**config.mk**
```make
export PLATFORM = sky130hd
export DESIGN_NAME = serial_adder
export DESIGN_NICKNAME = d
export VERILOG_FILES = /design/src/rtl/serial_adder_pkg.sv /design/src/rtl/half_adder.sv /design/src/rtl/serial_adder_full_adder.sv /design/src/rtl/serial_adder.sv
export SDC_FILE = /design/constraint.sdc
export NUM_CORES = 1
export LEC_CHECK = 0
export ABC_AREA = 1
export CORE_ASPECT_RATIO = 1.75
export CORE_MARGIN = 4
export CORE_UTILIZATION = 30
export DETAILED_ROUTE_END_ITERATION = 16
export PLACE_DENSITY = 0.6
export SYNTH_ARGS = -nofsm -noshare
export SYNTH_HDL_FRONTEND = slang
export SYNTH_SLANG_ARGS = --single-unit
```
**constraint.sdc**
```tcl
create_clock -name clk -period 1.7 [get_ports clk]
set_clock_uncertainty 0.1 [all_clocks]
set_input_delay 0.17 -clock clk [delete_from_list [all_inputs] [get_ports clk]]
set_output_delay 0.17 -clock clk [all_outputs]
set_load 0.02 [all_outputs]
```
**src/rtl/serial_adder_pkg.sv**
```systemverilog
// Shared constants for the bit-serial adder: FSM encoding and legal WIDTH range.
package serial_adder_pkg;
  typedef enum logic [1:0] {
    IDLE = 2'd0,
    RUN  = 2'd1,
    DONE = 2'd2
  } state_t;

  localparam int WIDTH_MIN = 2;
  localparam int WIDTH_MAX = 64;
endpackage

```
**src/rtl/half_adder.sv**
```systemverilog
// Combinational one-bit half adder.
module half_adder (
  input  logic a,
  input  logic b,
  output logic sum,
  output logic carry
);
  assign sum   = a ^ b;
  assign carry = a & b;
endmodule

```
**src/rtl/serial_adder_full_adder.sv**
```systemverilog
// One-bit full adder composed from two half adders; the single arithmetic cell of serial_adder.
module full_adder (
  input  logic a,
  input  logic b,
  input  logic cin,
  output logic sum,
  output logic carry
);
  logic s1, c1, c2;

  half_adder u_ha0 (.a(a),  .b(b),   .sum(s1),  .carry(c1));
  half_adder u_ha1 (.a(s1), .b(cin), .sum(sum), .carry(c2));

  assign carry = c1 | c2;
endmodule

```
**src/rtl/serial_adder.sv**
```systemverilog
// Bit-serial WIDTH-bit adder: one full_adder cell reused over WIDTH cycles, valid/ready on both sides.
// Define SERIAL_ADDER_SUB_EN to add the sub port (a - b via inverted b and forced carry-in).
module serial_adder
  import serial_adder_pkg::*;
#(
  parameter int WIDTH = 8,
  localparam int CNT_W = $clog2(WIDTH)
) (
  input  logic             clk,
  input  logic             rst,
  input  logic             in_valid,
  output logic             in_ready,
  input  logic [WIDTH-1:0] a,
  input  logic [WIDTH-1:0] b,
  input  logic             cin,
`ifdef SERIAL_ADDER_SUB_EN
  input  logic             sub,
`endif
  output logic             out_valid,
  input  logic             out_ready,
  output logic [WIDTH-1:0] sum,
  output logic             cout
);
  state_t             state_q, state_d;
  logic [WIDTH-1:0]   a_sr, b_sr, res_sr;
  logic               carry_q;
  logic [CNT_W-1:0]   cnt;
  logic               sub_i;
  logic               fa_sum, fa_carry;
  logic               last_bit;

`ifdef SERIAL_ADDER_SUB_EN
  assign sub_i = sub;
`else
  assign sub_i = 1'b0;
`endif

  assign last_bit = (cnt == CNT_W'(WIDTH-1));

  full_adder u_fa (
    .a(a_sr[0]), .b(b_sr[0]), .cin(carry_q), .sum(fa_sum), .carry(fa_carry)
  );

  always_ff @(posedge clk or posedge rst) begin
    if (rst) state_q <= IDLE;
    else     state_q <= state_d;
  end

  always_comb begin
    state_d   = state_q;
    in_ready  = 1'b0;
    out_valid = 1'b0;
    case (state_q)
      IDLE: begin
        in_ready = 1'b1;
        if (in_valid) state_d = RUN;
      end
      RUN:  if (last_bit) state_d = DONE;
      DONE: begin
        out_valid = 1'b1;
        if (out_ready) state_d = IDLE;
      end
      default: state_d = IDLE;
    endcase
  end

  always_ff @(posedge clk or posedge rst) begin
    if (rst) begin
      a_sr    <= '0;
      b_sr    <= '0;
      res_sr  <= '0;
      carry_q <= 1'b0;
      cnt     <= '0;
    end else begin
      case (state_q)
        IDLE: if (in_valid) begin
          a_sr    <= a;
          b_sr    <= b ^ {WIDTH{sub_i}};
          carry_q <= sub_i | cin;
          cnt     <= '0;
        end
        RUN: begin
          // LSB-first: sum bits enter at the MSB and reach their place after WIDTH shifts
          res_sr  <= {fa_sum, res_sr[WIDTH-1:1]};
          a_sr    <= a_sr >> 1;
          b_sr    <= b_sr >> 1;
          carry_q <= fa_carry;
          if (!last_bit) cnt <= cnt + 1'b1;
        end
        default: ;
      endcase
    end
  end

  assign sum  = res_sr;
  assign cout = carry_q;
endmodule
```
==> results of run 1 <==
layout make-up:
cell class	instances	area (um^2)
multi-input cells	141	616
clock inverters	1	5.00
clock buffers	7	86.3
flip-flops and latches	30	751
repair buffers	38	360
well taps	52	65.1
inverters	7	28.8
fillers	516	2800
metal layers:
metal	routed length, um	vias to the layer above	global-route usage [%]
li1	-	656	-
met1	1300	564	14.6
met2	1650	23	19.7
met3	151	4	3.73
met4	57	0	6.51
met5	0	-	0
synth_stat cells (all sizes together):
library cell,number,area (um^2)
buf,9,63.8
o21ai,2,21.3
nand2,105,397
nand3,29,145
fa,1,20.0
dfrtp,30,751
inv,7,28.8
ha,2,25.0
nor2,2,7.51
flip-flops by register name, indices dropped and copies added (netlist names):
register and count:
a_sr 8, b_sr 8, cnt 3, cout 1, state_q 2, sum 8
final timing paths:
kind	from	endpoint	cells after the start
worst min-delay path	rst	sum[5]$_DFFE_PP0N_	3
worst max-delay path	cout$_DFFE_PP0P_	cout	1
worst min register to register	a_sr[7]$_DFFE_PP0P_	a_sr[7]$_DFFE_PP0P_	2
worst max register to register	state_q[0]$_DFFE_PP0P_	cout$_DFFE_PP0P_	6
max in group asynchronous	rst	a_sr[2]$_DFFE_PP0P_	3
min in group clk	a[7]	a_sr[7]$_DFFE_PP0P_	3
power groups by stage:
stage	clock network, W	logic (W)	registers, W
CTS	0.000600	0.00157	0.00123
floorplan	0	0.00104	0.00130
finish	0.000580	0.00154	0.00123
global route	0.000632	0.00180	0.00127
detailed placement	0	0.00158	0.00124
global placement	0	0.00156	0.00123
logic make-up (layout without fill, tap and decap cells):
group | count (synthesis) | after routing | synth area share, %
flops | 30 | 30 | 51.5
buf+inv | 16 | 53 | 6.35
fa+ha+maj | 3 | 3 | 3.09
compound gates | 2 | 2 | 1.46
simple gates | 136 | 136 | 37.7
through the flow:
step	setup WS (ns)	cell area, um^2	hold slack, ns
5_1_grt	0.0129	1910	0.202
3_5_place_dp	0.199	1820	0.366
3_3_place_gp	0.221	1820	0.366
2_1_floorplan	0.286	1460	0.161
6_report	0.112	1910	0.164
4_1_cts	0.0907	1910	0.174
==> impl_metrics.json, run 1 <==
{
  "rsz0062_at_grt": "no",
  "cts_buffer_depth": 2,
  "syn-num-nets": 211,
  "cts_tree": "done",
  "timing.fmax_mhz": 630,
  "max_slew_margin_pct": 71.1,
  "grt_max_degree": 31,
  "port_buffers": 31,
  "grt_use_total_pct": 12.4,
  "ios": 32,
  "die_h_um": 100,
  "path_class": "reg2out",
  "grt_antenna_before_repair": 0,
  "p_switching_w": 0.00136,
  "finalHoldViolCount": 0,
  "area_growth_pct": 31.0,
  "drv_cap": 0,
  "syn_inst": 187,
  "routed_wl_um": 3160,
  "status": "finished, final reports clean",
  "slew_violations": 0,
  "clk_pin_slew_worst_paths_ns": 0.06,
  "synth_area_um2": 1460,
  "ant_nets": 0,
  "dp.cells": 268,
  "share_comb_of_total_power_pct": 46.0,
  "tightest_slew_ns": 0.432,
  "clock_latency_ns": 0.28,
  "grt_pass1_wl_um": 5660,
  "synth_area_per_cell_um2": 7.80,
  "worst-path-buf-inv": 1,
  "cts.sinks": 30,
  "avgRoutedWirePerCell_um": 11.5,
  "tns_ns": 0,
  "dr.first_iter.drc_count": 34,
  "clock-root-buffer": "clkbuf_8",
  "initial_core_util_pct": 31.0,
  "hpwl_um": 2300,
  "rrSetupSlack_ns": 0.18,
  "nNetsFinal": 247,
  "setup_viol": 0,
  "rows": 33,
  "core-area_um2": 4710,
  "crit_slowest_cell": "clkdlybuf4s50_1",
  "crit_chain": "clkdlybuf4s50_1",
  "route.vias.total": 1247,
  "cpPeakStageDelay_ns": 0.63,
  "drive_gt1_share_pct": 8.04,
  "ys_ff_latch": 30,
  "critical_path_arrival_ns": 1.32,
  "drcViolationCount": 0,
  "ir_drop_mv": 0.811,
  "leakage_nw": 1.02,
  "required_ns": 1.43,
  "cts_made_buffers": 5,
  "switching_share_pct": 40.6,
  "n_antenna_cell": 0,
  "p_clk_share_pct": 17.3,
  "p_total_w": 0.00334,
  "vias_per_cell": 4.52,
  "p_seq_share_pct": 36.6,
  "final_cells": 276,
  "path_delay_family": "buffers and inverters",
  "cts_max_level": 2,
  "post-cts-setup-buffer-count": 0,
  "cts.hold.buffers_added": 0,
  "hold_class": "in2async",
  "synthDistinctLibCells": 14,
  "cell_internal_pwr_w": 0.00199,
  "ctsResizeCount": 2,
  "die_area_um2": 6090,
  "drt_first_pass_iters": 4,
  "period_share_pct": 93.4,
  "endpoint_kind": "output pin",
  "synth.yosys.seq_area_share_pct": 51.5,
  "final_common_cell": "nand2_1",
  "period_needed_ns": 1.59,
  "place.gp.congestion": 0.743,
  "final_cell_mix": "nand2_1, dfrtp_1, nand3_1, clkdlybuf4s50_1, buf_4",
  "grt_pass1_vias": 1274,
  "die_x_um": 60.7,
  "fin_util_pct": 40.6,
  "power_density_nw_per_um2": 1750,
  "grt_overflow": 0,
  "ys_warn_count": 0,
  "critPathLaunchType": "register",
  "crit_fanout": 3
}
Note: power is estimated with default switching activity, not from simulation.
==> run 2, diff against run 1 <==
--- a/constraint.sdc
+++ b/constraint.sdc
@@ -4,2 +4,2 @@
 set_output_delay 0.17 -clock clk [all_outputs]
-set_load 0.02 [all_outputs]
+set_load 0.01 [all_outputs]
==> impl_metrics.json, run 2 (synthesis results as in run 1) <==
{
  "status": "finished, final reports clean",
  "grt_use_total_pct": 12.1,
  "dr.first_iter.drc_count": 26,
  "finalHoldViolCount": 0,
  "cpPeakStageDelay_ns": 0.56,
  "nNetsFinal": 247,
  "required_ns": 1.43,
  "met3_length_um": 124,
  "initial_core_util_pct": 31.0,
  "cts_made_buffers": 5,
  "drcViolationCount": 0,
  "ios": 32,
  "area_growth_pct": 31.7,
  "cts.hold.buffers_added": 0,
  "ir_drop_mv": 0.876,
  "critPathLaunchType": "register",
  "crit_slowest_cell": "clkdlybuf4s50_1",
  "ctsResizeCount": 2,
  "n_antenna_cell": 0,
  "clock_latency_ns": 0.27,
  "die_x_um": 60.7,
  "leakage_nw": 1.03,
  "die_area_um2": 6090,
  "vias_per_cell": 4.59,
  "final_common_cell": "nand2_1",
  "setup_viol": 0,
  "core-area_um2": 4710,
  "finalInstanceArea_um2": 1920,
  "drt_first_pass_iters": 4,
  "r2r-start": "state_q[0]$_DFFE_PP0P_",
  "cts_max_level": 2,
  "endpoint_kind": "output pin",
  "cts_tree": "done",
  "cts_buffer_depth": 2,
  "final_cell_mix": "nand2_1, dfrtp_1, nand3_1, clkdlybuf4s50_1, buf_4",
  "grt_pass1_vias": 1281,
  "rows": 33,
  "hold_class": "in2async",
  "dr.max_layer_used": "met4",
  "dr_wl_met2_um": 1700,
  "drt-met1-wl_um": 1390,
  "tns_ns": 0,
  "avgRoutedWirePerCell_um": 11.8,
  "p_total_w": 0.00332,
  "rsz0062_at_grt": "no",
  "dp.cells": 268,
  "worst-path-buf-inv": 1,
  "r2r_end": "a_sr[0]$_DFFE_PP0P_",
  "crit_fanout": 3,
  "dpl_cell_area_um2": 1820,
  "ant_nets": 0,
  "drv_cap": 0,
  "power_density_nw_per_um2": 1730,
  "period_needed_ns": 1.52,
  "slew_violations": 0,
  "clk_pin_slew_worst_paths_ns": 0.07,
  "timing.fmax_mhz": 659,
  "crit_chain": "clkdlybuf4s50_1",
  "clock-root-buffer": "clkbuf_8",
  "port_buffers": 31,
  "rrSetupSlack_ns": 0.20,
  "r2r_cells": 6,
  "die_h_um": 100,
  "grt_overflow": 0,
  "path_class": "reg2out",
  "grt_antenna_before_repair": 0,
  "final_cells": 276,
  "period_share_pct": 89.2,
  "hpwl_um": 2300,
  "routed_wl_um": 3250,
  "cts.sinks": 30,
  "grt_max_degree": 31,
  "post-cts-setup-buffer-count": 0,
  "critical_path_arrival_ns": 1.25,
  "grt_pass1_wl_um": 5600,
  "path_delay_family": "buffers and inverters",
  "max_slew_margin_pct": 70.2,
  "place.gp.congestion": 0.709,
  "drive_gt1_share_pct": 8.93,
  "route.vias.total": 1267,
  "tightest_slew_ns": 0.446
}
run 2: changes by cell type in the layout (fill, tap and decap cells not counted), sizes merged:
cell          delta
clkbuf           -1
clkinvlp         +1
dlygate4sd2      -1
dlymetal6s2s     +1
run 2: stage by stage:
step	hold slack (ns)	setup slack, ns	utilization [%]
6_report	0.169	0.183	40.8
5_1_grt	0.213	0.0526	40.8
4_1_cts	0.184	0.0204	40.8
3_5_place_dp	0.365	0.225	38.7
3_3_place_gp	0.362	0.238	38.7
2_1_floorplan	0.161	0.417	-
run 2: layout make-up:
| cell class | count | area (um^2) |
|---|---|---|
| Clock buffer | 6 | 82.6 |
| Clock inverter | 2 | 12.5 |
| Fill cell | 503 | 2790 |
| Inverter | 7 | 28.8 |
| Multi-Input combinational cell | 141 | 618 |
| Sequential cell | 30 | 751 |
| Tap cell | 52 | 65.1 |
| Timing Repair Buffer | 38 | 364 |
run 2: worst min-delay path: stages:
cell and delay (ns):
clkdlybuf4s50_1 0.40, inv_1 0.05, buf_4 0.34
run 2: where the power goes:
group | total (W) | switching, W | internal [W]
clock network | 0.000593 | 0.000269 | 0.000325
logic | 0.00150 | 0.000850 | 0.000650
registers | 0.00122 | 0.000196 | 0.00103
total | 0.00332 | 0.00131 | 0.00200
run 2: layer usage:
layer	GRT usage [%]	up-vias
li1	-	657
met1	14.1	584
met2	20.7	22
met3	2.83	4
met4	4.67	0
met5	0	-
run 2: how the worst max path moves through the flow:
stage / start / to / slack, ns / cells past startpoint
after global placement: state_q[1]$_DFFE_PP0P_ / out_valid / 0.24 / 3
after floorplan: cnt[0]$_DFFE_PP0P_ / cnt[0]$_DFFE_PP0P_ / 0.42 / 7
after CTS: state_q[1]$_DFFE_PP0P_ / in_ready / 0.02 / 2
after global routing: state_q[0]$_DFFE_PP0P_ / a_sr[6]$_DFFE_PP0P_ / 0.05 / 6
final: cout$_DFFE_PP0P_ / cout / 0.18 / 1
after detailed placement: state_q[0]$_DFFE_PP0P_ / b_sr[3]$_DFFE_PP0P_ / 0.23 / 6
